$ cat src/rtl/rv32_inst_encoder_if.sv
// rv32_inst_encoder_if
// Groups the encoder's two streaming handshakes.
//   input side  : in_valid_i / in_ready_o plus the decoded fields
//                 op_i, rs1_i, rs2_i, rd_i, imm_i
//   output side : out_valid_o / out_ready_i plus out_inst_o, out_addr_o
// The field names keep the _i/_o suffixes as seen from the encoder.
// master = sequencer/program-loader side, slave = encoder.
// ADDR_W must match the encoder's ADDR_W parameter.
interface rv32_inst_encoder_if #(
  parameter int ADDR_W = 10
);
  logic              in_valid_i;
  logic              in_ready_o;
  logic [4:0]        op_i;
  logic [4:0]        rs1_i;
  logic [4:0]        rs2_i;
  logic [4:0]        rd_i;
  logic [31:0]       imm_i;
  logic              out_valid_o;
  logic              out_ready_i;
  logic [31:0]       out_inst_o;
  logic [ADDR_W-1:0] out_addr_o;

  modport master (
    output in_valid_i, op_i, rs1_i, rs2_i, rd_i, imm_i, out_ready_i,
    input  in_ready_o, out_valid_o, out_inst_o, out_addr_o
  );

  modport slave (
    input  in_valid_i, op_i, rs1_i, rs2_i, rd_i, imm_i, out_ready_i,
    output in_ready_o, out_valid_o, out_inst_o, out_addr_o
  );
endinterface

$ cat src/rtl/rv32_inst_encoder.sv
// rv32_inst_encoder
// Packs decoded-form fields (op, rs1, rs2, rd, imm) into RV32I(+MUL)
// instruction words, buffers them in a DEPTH-entry FIFO and emits each word
// with a sequential instruction-memory word address.
//
// Ports
//   clk        : clock, rising edge
//   rst        : asynchronous active-high reset
//   clear_i    : synchronous flush (FIFO emptied, address back to BASE_ADDR)
//   bus        : rv32_inst_encoder_if.slave (input fields + output words)
//   err_o      : one-cycle pulse, cycle after an accepted bundle is dropped
//   err_cnt_o  : saturating (255) count of dropped bundles; not flushed
//
// Parameters: DEPTH (power of two, >= 2), ADDR_W, BASE_ADDR.
//
// Optional feature macro: ENC_RANGE_CHECK_EN
//   defined     : out-of-range immediates are dropped like illegal ops
//   not defined : immediates are truncated to their field bits
module rv32_inst_encoder #(
  parameter int DEPTH     = 4,
  parameter int ADDR_W    = 10,
  parameter int BASE_ADDR = 0
) (
  input  logic                 clk,
  input  logic                 rst,
  input  logic                 clear_i,
  rv32_inst_encoder_if.slave   bus,
  output logic                 err_o,
  output logic [7:0]           err_cnt_o
);

  localparam int PTR_W = $clog2(DEPTH);
  localparam int CNT_W = $clog2(DEPTH) + 1;
  localparam logic [CNT_W-1:0]  DEPTH_CNT = CNT_W'(DEPTH);
  localparam logic [ADDR_W-1:0] BASE     = ADDR_W'(BASE_ADDR);

  typedef enum logic [2:0] {FMT_R, FMT_I, FMT_SH, FMT_S, FMT_B, FMT_J} fmt_t;

  fmt_t        fmt;
  logic [6:0]  opcode;
  logic [6:0]  funct7;
  logic [2:0]  funct3;
  logic        illegal_op;
  logic        range_bad;
  logic [31:0] enc_word;
  logic [31:0] imm;

  logic [PTR_W-1:0]  wr_ptr_reg;
  logic [PTR_W-1:0]  rd_ptr_reg;
  logic [CNT_W-1:0]  count_reg;
  logic [ADDR_W-1:0] addr_reg;
  logic              err_reg;
  logic [7:0]        err_cnt_reg;
  logic [31:0]       entry_word [DEPTH];

  logic accept;
  logic push;
  logic pop;
  logic drop;

  assign imm = bus.imm_i;

  // Operation -> instruction format, opcode and funct fields.
  always_comb begin
    fmt        = FMT_R;
    opcode     = 7'h33;
    funct7     = 7'h00;
    funct3     = 3'b000;
    illegal_op = 1'b0;
    case (bus.op_i)
      5'd0:  ;                                                 // ADD
      5'd1:  funct7 = 7'h20;                                   // SUB
      5'd2:  funct3 = 3'b001;                                  // SLL
      5'd3:  funct3 = 3'b010;                                  // SLT
      5'd4:  funct3 = 3'b100;                                  // XOR
      5'd5:  funct3 = 3'b101;                                  // SRL
      5'd6:  begin funct3 = 3'b101; funct7 = 7'h20; end        // SRA
      5'd7:  funct3 = 3'b110;                                  // OR
      5'd8:  funct3 = 3'b111;                                  // AND
      5'd9:  funct7 = 7'h01;                                   // MUL
      5'd10: begin fmt = FMT_I;  opcode = 7'h13; end           // ADDI
      5'd11: begin fmt = FMT_I;  opcode = 7'h13; funct3 = 3'b010; end
      5'd12: begin fmt = FMT_I;  opcode = 7'h13; funct3 = 3'b100; end
      5'd13: begin fmt = FMT_I;  opcode = 7'h13; funct3 = 3'b110; end
      5'd14: begin fmt = FMT_I;  opcode = 7'h13; funct3 = 3'b111; end
      5'd15: begin fmt = FMT_SH; opcode = 7'h13; funct3 = 3'b001; end
      5'd16: begin fmt = FMT_SH; opcode = 7'h13; funct3 = 3'b101; end
      5'd17: begin fmt = FMT_SH; opcode = 7'h13; funct3 = 3'b101; funct7 = 7'h20; end
      5'd18: begin fmt = FMT_I;  opcode = 7'h03; funct3 = 3'b010; end  // LW
      5'd19: begin fmt = FMT_S;  opcode = 7'h23; funct3 = 3'b010; end  // SW
      5'd20: begin fmt = FMT_B;  opcode = 7'h63; end                   // BEQ
      5'd21: begin fmt = FMT_B;  opcode = 7'h63; funct3 = 3'b001; end  // BNE
      5'd22: begin fmt = FMT_J;  opcode = 7'h6F; end                   // JAL
      5'd23: begin fmt = FMT_I;  opcode = 7'h67; end                   // JALR
      default: illegal_op = 1'b1;
    endcase
  end

  // Field packing. Register fields a format does not carry simply have no
  // slot in the word, so they come out as zero / immediate bits.
  always_comb begin
    enc_word = 32'd0;
    case (fmt)
      FMT_R:  enc_word = {funct7, bus.rs2_i, bus.rs1_i, funct3, bus.rd_i, opcode};
      FMT_I:  enc_word = {imm[11:0], bus.rs1_i, funct3, bus.rd_i, opcode};
      FMT_SH: enc_word = {funct7, imm[4:0], bus.rs1_i, funct3, bus.rd_i, opcode};
      FMT_S:  enc_word = {imm[11:5], bus.rs2_i, bus.rs1_i, funct3, imm[4:0], opcode};
      FMT_B:  enc_word = {imm[12], imm[10:5], bus.rs2_i, bus.rs1_i, funct3,
                          imm[4:1], imm[11], opcode};
      FMT_J:  enc_word = {imm[20], imm[10:1], imm[11], imm[19:12], bus.rd_i, opcode};
      default: enc_word = 32'd0;
    endcase
  end

`ifdef ENC_RANGE_CHECK_EN
  logic signed [31:0] imm_s;
  assign imm_s = $signed(bus.imm_i);

  always_comb begin
    range_bad = 1'b0;
    case (fmt)
      FMT_I, FMT_S: range_bad = (imm_s < -32'sd2048) || (imm_s > 32'sd2047);
      FMT_SH:       range_bad = |imm[31:5];
      FMT_B:        range_bad = (imm_s < -32'sd4096) || (imm_s > 32'sd4094) || imm[0];
      FMT_J:        range_bad = (imm_s < -32'sd1048576) || (imm_s > 32'sd1048574) || imm[0];
      default:      range_bad = 1'b0;
    endcase
  end
`else
  // Upper immediate bits have no field slot when no range check is made.
  logic unused_imm_hi;
  assign unused_imm_hi = ^imm[31:21];
  assign range_bad     = 1'b0;
`endif

  // Flush wins over everything arriving in the same cycle, including errors.
  assign accept = bus.in_valid_i && bus.in_ready_o && !clear_i;
  assign push   = accept && !illegal_op && !range_bad;
  assign drop   = accept && (illegal_op || range_bad);
  assign pop    = bus.out_valid_o && bus.out_ready_i && !clear_i;

  // Readiness depends only on the registered count: a pop in the same cycle
  // does not open a slot, which keeps out_ready_i off the in_ready_o path.
  assign bus.in_ready_o  = (count_reg != DEPTH_CNT);
  assign bus.out_valid_o = (count_reg != '0);
  assign bus.out_inst_o  = entry_word[rd_ptr_reg];
  assign bus.out_addr_o  = addr_reg;
  assign err_o           = err_reg;
  assign err_cnt_o       = err_cnt_reg;

  // FIFO storage: one word register per entry, written when the tail points
  // at it.
  for (genvar gi = 0; gi < DEPTH; gi++) begin : g_entry
    logic [31:0] word_reg;
    always_ff @(posedge clk or posedge rst) begin
      if (rst) begin
        word_reg <= 32'd0;
      end else if (push && (wr_ptr_reg == PTR_W'(gi))) begin
        word_reg <= enc_word;
      end
    end
    assign entry_word[gi] = word_reg;
  end

  always_ff @(posedge clk or posedge rst) begin
    if (rst) begin
      wr_ptr_reg  <= '0;
      rd_ptr_reg  <= '0;
      count_reg   <= '0;
      addr_reg    <= BASE;
      err_reg     <= 1'b0;
      err_cnt_reg <= 8'd0;
    end else begin
      err_reg <= drop;
      if (drop && (err_cnt_reg != 8'hFF)) begin
        err_cnt_reg <= err_cnt_reg + 8'd1;
      end
      if (clear_i) begin
        wr_ptr_reg <= '0;
        rd_ptr_reg <= '0;
        count_reg  <= '0;
        addr_reg   <= BASE;
      end else begin
        if (push) begin
          wr_ptr_reg <= wr_ptr_reg + 1'b1;
        end
        if (pop) begin
          rd_ptr_reg <= rd_ptr_reg + 1'b1;
          addr_reg   <= addr_reg + 1'b1;   // wraps modulo 2^ADDR_W
        end
        case ({push, pop})
          2'b10:   count_reg <= count_reg + 1'b1;
          2'b01:   count_reg <= count_reg - 1'b1;
          default: count_reg <= count_reg;
        endcase
      end
    end
  end

endmodule

$ cat src/flat_wrapper.sv
// flat-port wrapper written by rule: the top's interface ports become plain ports
module rv32_inst_encoder_flat 
#(
  parameter int DEPTH     = 4,
  parameter int ADDR_W    = 10,
  parameter int BASE_ADDR = 0
)
  (clk, rst, clear_i, err_o, err_cnt_o, bus_in_valid_i, bus_op_i, bus_rs1_i, bus_rs2_i, bus_rd_i, bus_imm_i, bus_out_ready_i, bus_in_ready_o, bus_out_valid_o, bus_out_inst_o, bus_out_addr_o);
  rv32_inst_encoder_if #(.ADDR_W(ADDR_W)) bus_i ();
  input  logic clk;
  input  logic rst;
  input  logic clear_i;
  output logic err_o;
  output logic [7:0] err_cnt_o;
  input wire logic [$bits(bus_i.in_valid_i)-1:0] bus_in_valid_i;
  input wire logic [$bits(bus_i.op_i)-1:0] bus_op_i;
  input wire logic [$bits(bus_i.rs1_i)-1:0] bus_rs1_i;
  input wire logic [$bits(bus_i.rs2_i)-1:0] bus_rs2_i;
  input wire logic [$bits(bus_i.rd_i)-1:0] bus_rd_i;
  input wire logic [$bits(bus_i.imm_i)-1:0] bus_imm_i;
  input wire logic [$bits(bus_i.out_ready_i)-1:0] bus_out_ready_i;
  output wire logic [$bits(bus_i.in_ready_o)-1:0] bus_in_ready_o;
  output wire logic [$bits(bus_i.out_valid_o)-1:0] bus_out_valid_o;
  output wire logic [$bits(bus_i.out_inst_o)-1:0] bus_out_inst_o;
  output wire logic [$bits(bus_i.out_addr_o)-1:0] bus_out_addr_o;
  assign bus_i.in_valid_i = bus_in_valid_i;
  assign bus_i.op_i = bus_op_i;
  assign bus_i.rs1_i = bus_rs1_i;
  assign bus_i.rs2_i = bus_rs2_i;
  assign bus_i.rd_i = bus_rd_i;
  assign bus_i.imm_i = bus_imm_i;
  assign bus_i.out_ready_i = bus_out_ready_i;
  assign bus_in_ready_o = bus_i.in_ready_o;
  assign bus_out_valid_o = bus_i.out_valid_o;
  assign bus_out_inst_o = bus_i.out_inst_o;
  assign bus_out_addr_o = bus_i.out_addr_o;
  rv32_inst_encoder #(.DEPTH(DEPTH), .ADDR_W(ADDR_W), .BASE_ADDR(BASE_ADDR)) u_core (.clk(clk), .rst(rst), .clear_i(clear_i), .bus(bus_i), .err_o(err_o), .err_cnt_o(err_cnt_o));
endmodule
$ cat config.mk
export PLATFORM = sky130hd
export DESIGN_NAME = rv32_inst_encoder_flat
export DESIGN_NICKNAME = d
export VERILOG_FILES = /design/src/rtl/rv32_inst_encoder_if.sv /design/src/rtl/rv32_inst_encoder.sv /design/src/flat_wrapper.sv
export SDC_FILE = /design/constraint.sdc
export NUM_CORES = 1
export LEC_CHECK = 0
export BUFFER_PORTS_ARGS = -buffer_cell sky130_fd_sc_hd__buf_2
export CORE_MARGIN = 10
export CORE_UTILIZATION = 60
export CTS_CLUSTER_DIAMETER = 40
export CTS_CLUSTER_SIZE = 40
export DETAILED_ROUTE_END_ITERATION = 8
export PLACE_DENSITY = 0.86
export SLEW_MARGIN = 20
export SYNTH_ARGS = -nofsm -noshare
export SYNTH_HDL_FRONTEND = slang
export SYNTH_SLANG_ARGS = --single-unit
$ cat constraint.sdc
create_clock -name clk -period 13.7 [get_ports clk]
set_input_delay 2.74 -clock clk [delete_from_list [all_inputs] [get_ports clk]]
set_output_delay 2.74 -clock clk [all_outputs]
set_load 0.005 [all_outputs]
Word-level counts from Yosys, hierarchy flattened
Index checks and enable logic that the tools add are counted.
{"block": "op_classes", "add_sub_neg": 6, "n_lt_le_gt_ge": 1, "n_eq_ne": 35, "mux": 17, "n_bitwise": 1, "n_reduce_logical": 31}
{"operator": "32-bit case mux with 6 select lines", "count": 1}
{"operator": "32-bit binary-select mux with 2-bit select", "count": 1}
{"operator": "32-bit 2-to-1 mux", "count": 2}
{"operator": "7-bit case mux with 6 select lines", "count": 1}
{"operator": "5-bit by 4-bit equality test with 1-bit output, second input constant", "count": 8}
{"operator": "5-bit equality test, second input constant", "count": 8}
{"operator": "24-bit OR reduction", "count": 1}
{"operator": "5-bit by 3-bit equality test with 1-bit output, second input constant", "count": 4}
{"operator": "10-bit 2-to-1 mux", "count": 2}
{"operator": "3-bit case mux with 6 select lines", "count": 1}
{"operator": "3-bit case mux with 5 select lines", "count": 1}
{"operator": "6-bit case mux with 2 select lines", "count": 1}
{"operator": "1-bit logical AND", "count": 11}
{"operator": "10-bit by 1-bit adder with 10-bit output, second input constant", "count": 1}
{"operator": "5-bit by 2-bit equality test with 1-bit output, second input constant", "count": 2}
{"operator": "3-bit OR reduction", "count": 3}
{"operator": "8-bit by 1-bit adder with 8-bit output, second input constant", "count": 1}
{"operator": "2-bit 2-to-1 mux", "count": 4}
{"operator": "8-bit != test, second input constant", "count": 1}
{"operator": "2-bit OR reduction", "count": 4}
{"operator": "4-bit OR reduction", "count": 2}
{"operator": "8-bit OR reduction", "count": 1}
{"operator": "7-bit OR reduction", "count": 1}
{"operator": "2-bit equality test, second input constant", "count": 3}
{"operator": "other kinds (20)", "count": 26}
{"block": "totals", "register_bits": 154, "inputBits": 57, "wordCells": 101}

Logic depth before layout (Yosys ltp)
{"block": "logic_depth", "word_depth": 7, "ltp_mapped": 9}

Least setup slack after synthesis
Ideal clock, no wire load.
{"block": "synth_path", "path_kind": "input to register", "start": "in bus_op_i[3]", "end": "reg u_core.count_reg[2]", "setup_time_ns": 0.132, "arrival_time_ns": 4.185, "setup_slack_ns": 9.383, "path_stages": 9, "n_path_buf": 1, "path_cell_list": "nand2_1 and4b_4 buf_12 nor3_1 fa_1 nand2b_1 mux2i_1 xnor2_1 nor2_1"}
{"block": "synth_between", "elab_chain_cells": 6, "word_cells_on_any_way": 31}
{"element": "start: declaration", "line": "flat_wrapper.sv:16", "source": "input wire logic [$bits(bus_i.op_i)-1:0] bus_op_i;"}
{"element": "5-bit by 1-bit equality test with 1-bit output (tied with other cells)", "line": "rv32_inst_encoder.sv:70", "source": "case (bus.op_i)"}
{"element": "24-bit OR reduction (no source line) *"}
{"element": "1-bit logical AND *", "line": "rv32_inst_encoder.sv:138", "source": "assign push = accept && !illegal_op && !range_bad;"}
{"element": "2-bit by 1-bit equality test with 1-bit output or 2-bit equality test (tied branches)", "line": "rv32_inst_encoder.sv:191", "source": "case ({push, pop})"}
{"element": "3-bit case mux with 2 select lines", "line": "rv32_inst_encoder.sv:191"}
{"element": "3-bit 2-to-1 mux", "line": "rv32_inst_encoder.sv:178", "source": "if (clear_i) begin"}
{"element": "end signal: assignment", "line": "rv32_inst_encoder.sv:192", "source": "2'b10: count_reg <= count_reg + 1'b1;"}
{"element": "end signal: assignment", "line": "rv32_inst_encoder.sv:193", "source": "2'b01: count_reg <= count_reg - 1'b1;"}
{"element": "end signal: assignment", "line": "rv32_inst_encoder.sv:194", "source": "default: count_reg <= count_reg;"}
{"element": "end: declaration", "line": "rv32_inst_encoder.sv:50", "source": "logic [CNT_W-1:0] count_reg;"}
Every way passes the cells marked *; elsewhere a longest branch is shown, timed or not.
A chain may end at the register's enable or synchronous reset.

Worst setup path after layout
{"block": "layout_path", "start": "reg u_core.rd_ptr_reg[1]", "end": "out bus_out_inst_o[5]"}
{"block": "layout_between", "elab_chain_cells": 4}
{"element": "start: declaration", "line": "rv32_inst_encoder.sv:49", "source": "logic [PTR_W-1:0] rd_ptr_reg;"}
{"element": "start signal: assignment", "line": "rv32_inst_encoder.sv:188", "source": "rd_ptr_reg <= rd_ptr_reg + 1'b1;"}
{"element": "2-bit inverter with 3-bit output (implied by the code)", "line": "rv32_inst_encoder.sv:146", "source": "assign bus.out_inst_o = entry_word[rd_ptr_reg];"}
{"element": "32-bit binary-select mux with 2-bit select", "line": "rv32_inst_encoder.sv:146"}
{"element": "32-bit 2-to-1 mux (implied by the code) (2 in a row)", "line": "rv32_inst_encoder.sv:146"}
{"element": "end: declaration", "line": "flat_wrapper.sv:24", "source": "output wire logic [$bits(bus_i.out_inst_o)-1:0] bus_out_inst_o;"}
Every way passes these cells. The select of a mux whose other input is x is not followed.

==> summary.md <==
| Metric | Value |
|---|---|
| Top Layer Used | met5 |
| Top-count cell post-synth | dfrtp_1 |
| Start point of the worst hold path | u_core.g_entry[1].word_reg[1]$_DFFE_PP0P_ |
| FF-to-FF Start | u_core.count_reg[0]$_DFFE_PP0P_ |
| Drt first pass iters | 6 |
| Synth top cells by count | 150 x dfrtp_1, 119 x nand2_1, 100 x o21ai_0 |
| Die height | 128 um |
| Crit. End Element | primary output |
| Area growth, synth to finish | 15.3% |
| EDFF count, synth | 0 |
| CTS tree | done |
| Post-synth top area share | 0.534 |
| DR vias | between 5,000 and 6,000 |
| Final min period | roughly 5.0 ns |
| Antenna diode count | 0 |
| R2r setup slk | approximately 11 ns |
| Total wire length | about 16,000 um |
| PortBufs | 98 |
| Ratio of final minimum period to clock period | 0.363 |
| CP max stage cell | dfrtp_1 |
| Crit Path Category | flip-flop to primary output |
| Post-DP HPWL | 10,400 um |
| Met3 WL post-DR | ~1100 um |
| Final Skew | 0.00546 ns |
| Largest net degree at the start of global routing | 82 |
| Crit-path cells | buf_4, mux4_2, buf_2 |
| Netlist cell types | 54 |
| Normalized max-slew margin | 0.296 |
| Initial antenna violation count | 1 |
| Mapped Cells | 614 |
| Die area | ~0.016 sq mm |
| Wire length of the first global-routing pass | around 27,000 um |
| CP Launch Type | flip-flop |
| Via/cell ratio | 6.03 |
| Resize count post-CTS | 0 |
| Routability cong. | 0.849 |
| Met2 wire length | approximately 8000 um |
| Flip-flop count of the largest register after layout | 124 |
| Nets | 759 |
| I/O pins | 110 |
| Setup TNS | 0 ns |
| WL met1 | 6880 um |
| Post-CTS Hold Buffers | 0 |
| Average wire per standard cell | 19.0 um |
| F_max | 201 MHz |
| Synth Area per Inst | 11.5 sq um |
| Worst slack, placed | 8.79 ns |
| Crit path launch | u_core.rd_ptr_reg[1]$_DFFE_PP0P_ |
| Htree depth | 4 |
| Num CTS Buffers | 17 |
| Hold Crit Class | flip-flop to flip-flop |
| Yosys synthesis warning count | 0 |
| Residual DRC | 0 |
| WP data required | 10.96 ns |
| Top_reg_cell synth | dfrtp_1 |
| Post-CTS Repair Setup Buffers | 0 |
| Number of global-route vias before repair | 5,320 |
| Clock buffer depth | 2 |
| Number of max-cap violations | 0 |
| Async set-or-reset flop fraction in the synthesized netlist | 1.00 |
| Worst VDD drop | 0.000142 V |
| Initial Util | 0.613 |
| Crit-path max cell delay | ~0.82 ns |
| Sequential area share after synthesis | 0.534 |
| Unrepaired setup endpoints after global routing | no |
| Fin. max-slew vios | 0 |
| Crit Reg-Reg Endpoint | u_core.g_entry[3].word_reg[5]$_DFFE_PP0P_ |
| Area contributors post-synth | dfrtp_1 53%, mux4_2 9.9%, o21ai_0 7.1%, nand2_1 6.4%, mux2_2 4.0% |
| Leakage | approximately 3.8 nW |
| Worst EP arrival | 2.24 ns |
| CTS sink count | 150 |
| Worst Slack Setup Final | 8.72 ns |
| Status | complete, no violations |
| Final Hold Viols | 0 |
| Largest area contributor in the netlist | dfrtp_1 |
| Share of cells above drive strength 1 | 0.285 |
| Count of final setup violators | 0 |
| # fillers | 817 |
| Post-Syn Area | 0.00703 sq mm |
| CP endpoint | bus_out_inst_o[5] |
| Std cell rows | 39 |
| Total congestion overflow | 0 |
| Core area | 0.0115 sq mm |
| All-layer global routing usage | 0.205 |
| Routed Antenna Nets | 0 |
| Slew @ Worst Pin | 1.05 ns |
| 1st-iter DRT viols | 529 |
| Die Wd | around 130 um |
| Syn_nets | a little under 700 |
| FF-to-FF path depth | 4 |
| Root Driver | clkbuf_16 |
| Worst-Skew Late Latency | 0.43 ns |
| Synth Register Bits | 150 |
| Design Power | 1.59 mW |
| Power per cell area | 196 mW/mm^2 |
| Crit-path max FO | 18 |
| Register clock-pin slew on the reported worst setup and hold paths | 0.06 ns |
## critical path: cells and delay by family, from the launching register on
family                 cells  cell delay (ns)
buffers and inverters      2             0.58
flip-flops                 1             0.82
multiplexers               1             0.39
## where the power goes
group / switching [mW] / internal, mW / total (mW)
Sequential: 0.0875 / 0.586 / 0.674
Combinational: 0.217 / 0.236 / 0.453
Clock: 0.178 / 0.283 / 0.460
## layout make-up
| type | count | area [sq um] | share of cell area |
|---|---|---|---|
| Clock buffer | 25 | 526 | 0.0648 |
| Clock inverter | 7 | 66.3 | 0.00818 |
| Inverter | 5 | 23.8 | 0.00293 |
| Multi-Input combinational cell | 420 | 3050 | 0.376 |
| Sequential cell | 150 | 3750 | 0.463 |
| Tap cell | 143 | 179 | 0.0221 |
| Timing Repair Buffer | 101 | 513 | 0.0633 |
## layout by cell type (no fill, tap or decap), types with 4 or more instances in the layout
master	count
nand2_1	119
nand4_1	8
clkbuf_16	17
nor2_1	19
o21ai_0	100
xor2_1	7
inv_1	4
a21oi_1	11
nand2b_1	9
xnor2_1	9
mux2_2	25
dfrtp_1	149
clkinv_2	4
mux4_2	31
clkbuf_8	7
o22ai_1	8
buf_2	98
ha_1	6
nor2b_1	6
mux2i_1	16
## per-layer routing
layer / global-route usage / up-vias
li1: - / 2333
met1: 0.259 / 2602
met2: 0.332 / 171
met5: 0 / -
met3: 0.0658 / 20
met4: 0.0570 / 2
## metrics by stage
stage | util | cell area (sq um) | instances | hold slack [ns]
floorplan | - | 7030 | 614 | 0.429
global placement | 0.655 | 7520 | 819 | 0.445
detailed placement | 0.655 | 7520 | 819 | 0.452
CTS | 0.707 | 8110 | 851 | 0.469
global route | 0.707 | 8110 | 851 | 0.486
finish | 0.707 | 8110 | 851 | 0.468
## cell families after synthesis
group	share of synthesized area
AO/OA/AOI/OAI	0.107
XOR/XNOR	0.0222
adder cells (fa/ha/maj)	0.0135
buffers and inverters	0.0333
flip-flops	0.534
multiplexers	0.164
AND/OR/NAND/NOR	0.127
## worst min-delay path by stage
stage,end,depth (start not counted)
6_report,u_core.g_entry[1].word_reg[1]$_DFFE_PP0P_,1
2_1_floorplan,u_core.g_entry[2].word_reg[1]$_DFFE_PP0P_,1
3_5_place_dp,u_core.g_entry[3].word_reg[1]$_DFFE_PP0P_,1
4_1_cts,u_core.g_entry[3].word_reg[1]$_DFFE_PP0P_,1
3_3_place_gp,u_core.g_entry[3].word_reg[1]$_DFFE_PP0P_,1
5_1_grt,u_core.g_entry[1].word_reg[1]$_DFFE_PP0P_,1
No activity file was read; power rests on OpenSTA's default activity.
